==> src/rtl/fp16_pkg.sv <==
// Shared widths, bit positions and FSM state type for the binary16
// normalize/round post-add stage.
package fp16_pkg;

    localparam int EXP_W      = 5;
    localparam int FRAC_W     = 10;
    localparam int MANT_EXT_W = 14;
    localparam int MANT_SUM_W = 15;

    // Internal exponent is one bit wider so a carry past 30 is still visible.
    localparam logic [EXP_W:0] EXP_MAX = 6'd31;

    // Bit positions inside the 15-bit extended mantissa sum.
    localparam int CARRY_BIT  = 14;
    localparam int HIDDEN_BIT = 13;
    localparam int LSB_BIT    = 3;
    localparam int GUARD_BIT  = 2;
    localparam int ROUND_BIT  = 1;
    localparam int STICKY_BIT = 0;

    typedef enum logic [1:0] {
        IDLE  = 2'd0,
        NORM  = 2'd1,
        ROUND = 2'd2,
        DONE  = 2'd3
    } state_t;

endpackage

==> src/rtl/fp16_rne_round.sv <==
// Combinational round-to-nearest-even and binary16 packing.
// Input mantissa is already normalized (bit 14 clear); a clear hidden bit
// with a nonzero mantissa means the value is subnormal (exponent at floor 1).
// Build option: FP16_NORM_SUBNORMAL_EN keeps subnormal results; when it is
// not defined, results whose exponent field ends up 0 are flushed to zero.
module fp16_rne_round
    import fp16_pkg::*;
(
    input  logic [MANT_SUM_W-1:0] i_mant,
    input  logic [EXP_W:0]        i_exp,
    input  logic                  i_sign,
    output logic [15:0]           o_result,
    output logic                  o_overflow,
    output logic                  o_inexact
);

`ifdef FP16_NORM_SUBNORMAL_EN
    localparam bit FTZ = 1'b0;
`else
    localparam bit FTZ = 1'b1;
`endif

    // Round half to even: bump only above half, or at exactly half with odd lsb.
    function automatic logic rne_inc(input logic lsb, input logic g,
                                     input logic r, input logic s);
        return g & (r | s | lsb);
    endfunction

    logic              w_zero;
    logic              w_inc;
    logic              w_grs;
    logic [FRAC_W+1:0] w_sum;
    logic [EXP_W:0]    w_exp_f;
    logic [FRAC_W-1:0] w_frac;

    assign w_zero = (i_mant == '0);
    assign w_grs  = i_mant[GUARD_BIT] | i_mant[ROUND_BIT] | i_mant[STICKY_BIT];
    assign w_inc  = rne_inc(i_mant[LSB_BIT], i_mant[GUARD_BIT],
                            i_mant[ROUND_BIT], i_mant[STICKY_BIT]);
    // w_sum[11] = carry out of hidden, w_sum[10] = hidden, w_sum[9:0] = fraction
    assign w_sum  = {1'b0, i_mant[HIDDEN_BIT:LSB_BIT]} + {{(FRAC_W+1){1'b0}}, w_inc};

    // Resolve post-rounding exponent/fraction, then apply the packing rules.
    always_comb begin
        w_exp_f = i_exp;
        w_frac  = w_sum[FRAC_W-1:0];
        if (i_mant[HIDDEN_BIT]) begin
            if (w_sum[FRAC_W+1]) begin
                w_exp_f = i_exp + 6'd1;
                w_frac  = w_sum[FRAC_W:1];
            end
        end else begin
            // Subnormal: a carry into the hidden position makes it the smallest normal.
            w_exp_f = w_sum[FRAC_W] ? 6'd1 : 6'd0;
        end

        o_overflow = 1'b0;
        o_inexact  = w_grs;
        o_result   = {i_sign, w_exp_f[EXP_W-1:0], w_frac};
        if (w_zero) begin
            // Exact cancellation always yields +0.
            o_result  = 16'h0000;
            o_inexact = 1'b0;
        end else if (w_exp_f >= EXP_MAX) begin
            o_result   = {i_sign, 5'h1F, 10'h000};
            o_overflow = 1'b1;
        end else if (FTZ && (w_exp_f == '0)) begin
            o_result  = {i_sign, 15'h0000};
            o_inexact = 1'b1;
        end
    end

endmodule

==> src/rtl/fp16_norm_round.sv <==
// Post-add normalize/round stage of the binary16 adder. Normalizes the raw
// mantissa sum one shift per cycle, rounds to nearest-even and packs the
// result, with valid/ready handshakes upstream and downstream.
// Build option: FP16_NORM_SUBNORMAL_EN (see fp16_rne_round) selects
// subnormal output instead of flush-to-zero.
module fp16_norm_round
    import fp16_pkg::*;
(
    input  logic                  IN_CLK,
    input  logic                  IN_RST_N,
    input  logic                  IN_VALID,
    output logic                  OUT_READY,
    input  logic [MANT_SUM_W-1:0] IN_MANT_SUM,
    input  logic [EXP_W-1:0]      IN_EXP,
    input  logic                  IN_SIGN,
    output logic                  OUT_VALID,
    input  logic                  IN_READY,
    output logic [15:0]           OUT_RESULT,
    output logic                  OUT_OVERFLOW,
    output logic                  OUT_INEXACT
);

    state_t                r_state;
    logic                  r_ready;
    logic                  r_valid;
    logic [15:0]           r_result;
    logic                  r_overflow;
    logic                  r_inexact;

    logic [MANT_SUM_W-1:0] r_mant;
    logic [EXP_W:0]        r_exp;
    logic                  r_sign;

    logic [15:0]           w_rnd_result;
    logic                  w_rnd_overflow;
    logic                  w_rnd_inexact;
    logic                  w_accept;
    logic                  w_norm_done;

    assign w_accept    = IN_VALID && r_ready;
    // Normalization stops on zero, on a set hidden bit (with no carry) or at the exponent floor.
    assign w_norm_done = (r_mant == '0) ||
                         (!r_mant[CARRY_BIT] && (r_mant[HIDDEN_BIT] || (r_exp <= 6'd1)));

    fp16_rne_round u_rne_round (
        .i_mant     (r_mant),
        .i_exp      (r_exp),
        .i_sign     (r_sign),
        .o_result   (w_rnd_result),
        .o_overflow (w_rnd_overflow),
        .o_inexact  (w_rnd_inexact)
    );

    // Control FSM and registered handshake/result outputs.
    always_ff @(posedge IN_CLK or negedge IN_RST_N) begin
        if (!IN_RST_N) begin
            r_state    <= IDLE;
            r_ready    <= 1'b1;
            r_valid    <= 1'b0;
            r_result   <= 16'h0000;
            r_overflow <= 1'b0;
            r_inexact  <= 1'b0;
        end else begin
            case (r_state)
                IDLE: begin
                    if (w_accept) begin
                        r_ready <= 1'b0;
                        r_state <= NORM;
                    end
                end
                NORM: begin
                    if (w_norm_done) begin
                        r_state <= ROUND;
                    end
                end
                ROUND: begin
                    r_result   <= w_rnd_result;
                    r_overflow <= w_rnd_overflow;
                    r_inexact  <= w_rnd_inexact;
                    r_valid    <= 1'b1;
                    r_state    <= DONE;
                end
                DONE: begin
                    if (IN_READY) begin
                        r_valid <= 1'b0;
                        r_ready <= 1'b1;
                        r_state <= IDLE;
                    end
                end
                default: begin
                    r_state <= IDLE;
                    r_ready <= 1'b1;
                    r_valid <= 1'b0;
                end
            endcase
        end
    end

    // Operand capture on accept and one normalization shift per NORM cycle.
    always_ff @(posedge IN_CLK) begin
        if (r_state == IDLE) begin
            if (w_accept) begin
                r_mant <= IN_MANT_SUM;
                r_exp  <= {1'b0, IN_EXP};
                r_sign <= IN_SIGN;
            end
        end else if (r_state == NORM && !w_norm_done) begin
            if (r_mant[CARRY_BIT]) begin
                // Carry: shift right, keep the dropped bit alive in sticky.
                r_mant <= {1'b0, r_mant[CARRY_BIT:GUARD_BIT],
                           r_mant[ROUND_BIT] | r_mant[STICKY_BIT]};
                r_exp  <= r_exp + 6'd1;
            end else begin
                r_mant <= {r_mant[MANT_SUM_W-2:0], 1'b0};
                r_exp  <= r_exp - 6'd1;
            end
        end
    end

    assign OUT_READY    = r_ready;
    assign OUT_VALID    = r_valid;
    assign OUT_RESULT   = r_result;
    assign OUT_OVERFLOW = r_overflow;
    assign OUT_INEXACT  = r_inexact;

endmodule

==> config.mk <==
export PLATFORM = sky130hd
export DESIGN_NAME = fp16_norm_round
export DESIGN_NICKNAME = d
export VERILOG_FILES = /design/src/rtl/fp16_pkg.sv /design/src/rtl/fp16_rne_round.sv /design/src/rtl/fp16_norm_round.sv
export SDC_FILE = /design/constraint.sdc
export NUM_CORES = 1
export LEC_CHECK = 0
export ABC_AREA = 1
export CAP_MARGIN = 40
export CORE_MARGIN = 4
export CORE_UTILIZATION = 55
export DETAILED_ROUTE_END_ITERATION = 16
export GPL_ROUTABILITY_DRIVEN = 0
export GPL_TIMING_DRIVEN = 0
export PLACE_DENSITY = 0.92
export SYNTH_ARGS = -nofsm -noshare
export SYNTH_HDL_FRONTEND = slang
export SYNTH_HIERARCHICAL = 1
export SYNTH_SLANG_ARGS = --single-unit
export TNS_END_PERCENT = 1
==> constraint.sdc <==
create_clock -name IN_CLK -period 3.6 [get_ports IN_CLK]
set_input_delay 0.72 -clock IN_CLK [delete_from_list [all_inputs] [get_ports IN_CLK]]
set_output_delay 0.72 -clock IN_CLK [all_outputs]
set_load 0.01 [all_outputs]
==> summary.txt <==
Outcome
  • Status: finished, final reports clean

Pwr
  • Clock network fraction of total power: 0.347
  • Peak VDD IR: 0.197 mV
  • Logic pwr share: 0.051
  • Switching share of power: 0.209
  • Sequential share of power: 0.602
  • Internal power: 693 uW
  • Final Power: 876 uW
  • Sw Pwr: 183 uW
  • Pleak: 0.00173 uW
  • PwrDens: 242 mW/mm^2

Clock tree
  • Worst skew pair latency: 0.31 ns
  • CTS tree: built
  • H-tree depth: 2
  • TritonCTS buffer count: 5
  • Root Driver: clkbuf_8
  • Longest Clk Path Bufs: 2
  • # Post-CTS Setup Buffers: 0
  • Clock transition at path regs: 0.08 ns
  • Hold buffer count at cts: 0
  • Resized cells post-CTS: 0
  • Sink Count: 44

Timing
  • Unrepaired setup endpoints after global routing: no
  • Max-slew violation count: 0
  • Tmin final: 2.57 ns
  • Worst Tran Pin Value: 0.581 ns
  • Fin Hold WS: ~0.47 ns
  • Peak Freq: around 0.39 GHz
  • Skew final: around 0.013 ns
  • Setup_tns: 0 ns
  • Final Setup Violations: 0
  • Period utilization: 0.713
  • Final hold vios: 0
  • Slew HR: 0.612

Finish
  • Layout cells sized above 1: 0.0926
  • Nets: 508
  • # fillers: 427
  • Non-filler instance count after layout: 545
  • Final instance area: roughly 0.0036 sq mm
  • Antenna cells: 0
  • P&R area growth vs syn: 21.6%

Logic synthesis
  • Mapped Nets: 455
  • Xor-xnor portion of the synthesized cell area: 0.0176
  • Mux contribution to synthesized area: 0
  • Post-Syn Instances: 421
  • Synth Area in Adders: 0.0378
  • Mean Syn Cell Area: a little over 7 sq um
  • YS warnings: 6
  • Yosys reg bits: between 40 and 50
  • Yosys cell types: 37
  • Post-Synth Simple-Gate Area: 0.405
  • Share of the yosys chip area belonging to registers: 0.407
  • Post-synthesis compound-gate area fraction: 0.0567
  • Synthesized area: 0.00298 sq mm
  • Largest family of logic cells by synthesized area: simple AND/OR/NAND/NOR gates

Floorplan
  • Starting Density: 0.576
  • Die Width: between 80 and 90 um
  • Core Area: 0.00517 sq mm
  • Rows: 26
  • Die area: 0.00666 sq mm
  • Top-Level Pins: 45
  • Die Ht: 81.6 um

Place
  • Port buffer count: 44
  • Placed cells: 537
  • DP HPWL: just under 5000 um
  • Placed instance area: 0.00354 sq mm

Global route
  • Largest net degree at the start of global routing: 20
  • GRT Resource Usage Total: 0.204
  • Vias in the first global route: between 2k and 2.5k
  • Total grt overflow: 0
  • First-pass GRT wire length: 10600 um
  • Initial antenna violation count: 0

Drt
  • Vias: 2770
  • Initial DRC count: 156
  • ANT nets after route: 0
  • Vias per Instance: 5.08
  • Routed wire length: 6310 um
  • Drt wl/cell: roughly 12 um
  • Drt first pass iters: 6
  • Number of remaining DRC errors: 0

Critical path
  • Setup crit end kind: flip-flop
  • Startpoint types: flip-flop
  • CP arrival: about 2.6 ns
  • CP Data Required Time: 3.61 ns
  • CP Class: flip-flop to flip-flop
  • Crit-path max FO: 12

Job
  • Max cap viols: 0

Worst hold path
  • Hold Path Class: flip-flop to flip-flop
-- critical path, cell delays in order (launching register included) --
cell and delay, ns:
edfxtp_1 0.61, inv_1 0.15, ha_1 0.25, inv_1 0.07
nand2_1 0.05, nand3_1 0.07, nand2_1 0.05, nand2_1 0.09
nand3_1 0.15, a21oi_2 0.52, buf_6 0.25
-- worst paths after layout --
| path | from | slack (ns) | cells after the start | endpoint |
|---|---|---|---|---|
| min in group asynchronous | IN_RST_N | 0.63 | 1 | OUT_RESULT[10]$_DFFE_PN0P_ |
| max in group asynchronous | IN_RST_N | 2.53 | 2 | OUT_READY$_DFFE_PN1P_ |
| max reg2reg | r_exp[0]$_DFFE_PP_ | 1.03 | 10 | r_exp[4]$_DFFE_PP_ |
| max | r_exp[0]$_DFFE_PP_ | 1.03 | 10 | r_exp[4]$_DFFE_PP_ |
| min reg2reg | OUT_RESULT[7]$_DFFE_PN0P_ | 0.47 | 2 | OUT_RESULT[7]$_DFFE_PN0P_ |
| min | OUT_RESULT[7]$_DFFE_PN0P_ | 0.47 | 2 | OUT_RESULT[7]$_DFFE_PN0P_ |
-- per-stage QoR --
step | worst slack (ns) | util
floorplan | 0.940 | -
global placement | 0.293 | 0.679
detailed placement | 1.07 | 0.684
CTS | 1.05 | 0.701
global route | 0.824 | 0.701
finish | 1.03 | 0.701
-- sequential cells by signal, summed over array words and instances, names as in the netlist, 2 cells and up --
register,cells
OUT_RESULT,16
r_exp,6
r_mant,15
r_state,2
-- Yosys cell counts (all sizes together) --
| library cell | number | share of area |
|---|---|---|
| nand2 | 189 | 0.24 |
| nor2 | 45 | 0.077 |
| inv | 37 | 0.047 |
| nand3 | 32 | 0.055 |
| edfxtp | 22 | 0.22 |
| dfrtp | 21 | 0.18 |
| o21ai | 15 | 0.025 |
| buf | 9 | 0.022 |
| ha | 9 | 0.038 |
| a21oi | 7 | 0.014 |
| nand4 | 7 | 0.015 |
| xor2 | 4 | 0.012 |
| clkbuf | 3 | 0.0038 |
| clkinv | 3 | 0.0038 |
| nor3 | 3 | 0.0050 |
| o211ai | 3 | 0.0076 |
| or2 | 2 | 0.0042 |
| xnor2 | 2 | 0.0059 |
| a31oi | 1 | 0.0021 |
| dfstp | 1 | 0.0088 |
| nand3b | 1 | 0.0025 |
| nor4 | 1 | 0.0021 |
| o21bai | 1 | 0.0025 |
| o22a | 1 | 0.0029 |
| o22ai | 1 | 0.0021 |
| or3 | 1 | 0.0021 |
-- metal layers --
metal	up-vias	share of wire	GRT usage
met3	9	0.067	0.0329
met5	-	0	0
met1	1220	0.43	0.248
met2	94	0.49	0.362
li1	1447	-	-
met4	0	0.017	0.0731
-- logic make-up after synthesis --
kind of cell / Yosys count
AO/OA/AOI/OAI: 29
adder cells (fa/ha/maj): 9
flip-flops: 44
buffers and inverters: 52
AND/OR/NAND/NOR: 281
XOR/XNOR: 6
-- placed cells by master (no fill, tap or decap), types with 2 or more instances in the layout --
master / synthesis / routed
or2_1: 2 / 2
o21ai_1: 2 / 2
edfxtp_1: 22 / 22
buf_6: 3 / 4
clkbuf_8: 0 / 5
nor2_1: 32 / 32
nand2_1: 184 / 184
clkinv_1: 3 / 3
nor2_2: 9 / 9
inv_1: 33 / 33
a21oi_1: 5 / 4
clkbuf_1: 3 / 4
nand3_1: 31 / 31
a21oi_2: 2 / 3
ha_1: 9 / 9
inv_2: 4 / 4
xor2_1: 4 / 4
dfrtp_1: 21 / 21
nand2_2: 5 / 5
o21ai_0: 13 / 13
buf_2: 4 / 4
nor3_1: 3 / 3
clkdlybuf4s50_1: 0 / 44
nor2_4: 3 / 3
nand4_1: 7 / 7
xnor2_1: 2 / 2
o211ai_1: 3 / 3
-- power groups by stage --
stage / clock [uW] / combinational (uW) / sequential (uW)
finish: 304 / 44.5 / 528
global route: 339 / 48.9 / 528
CTS: 315 / 45.1 / 528
detailed placement: 0 / 44.9 / 539
floorplan: 0 / 9.87 / 539
global placement: 0 / 41.3 / 539
-- layout make-up --
class	count	area [sq um]	share of cell area
buffer	12	76.3	0.0211
clock buffer	6	72.6	0.0200
clock inverter	2	12.5	0.00345
inverter	40	150	0.0414
multi-input combinational	325	1550	0.427
sequential	44	1210	0.334
tap	70	87.6	0.0242
timing repair buffer	46	467	0.129
(Power assumes the default switching activity.)
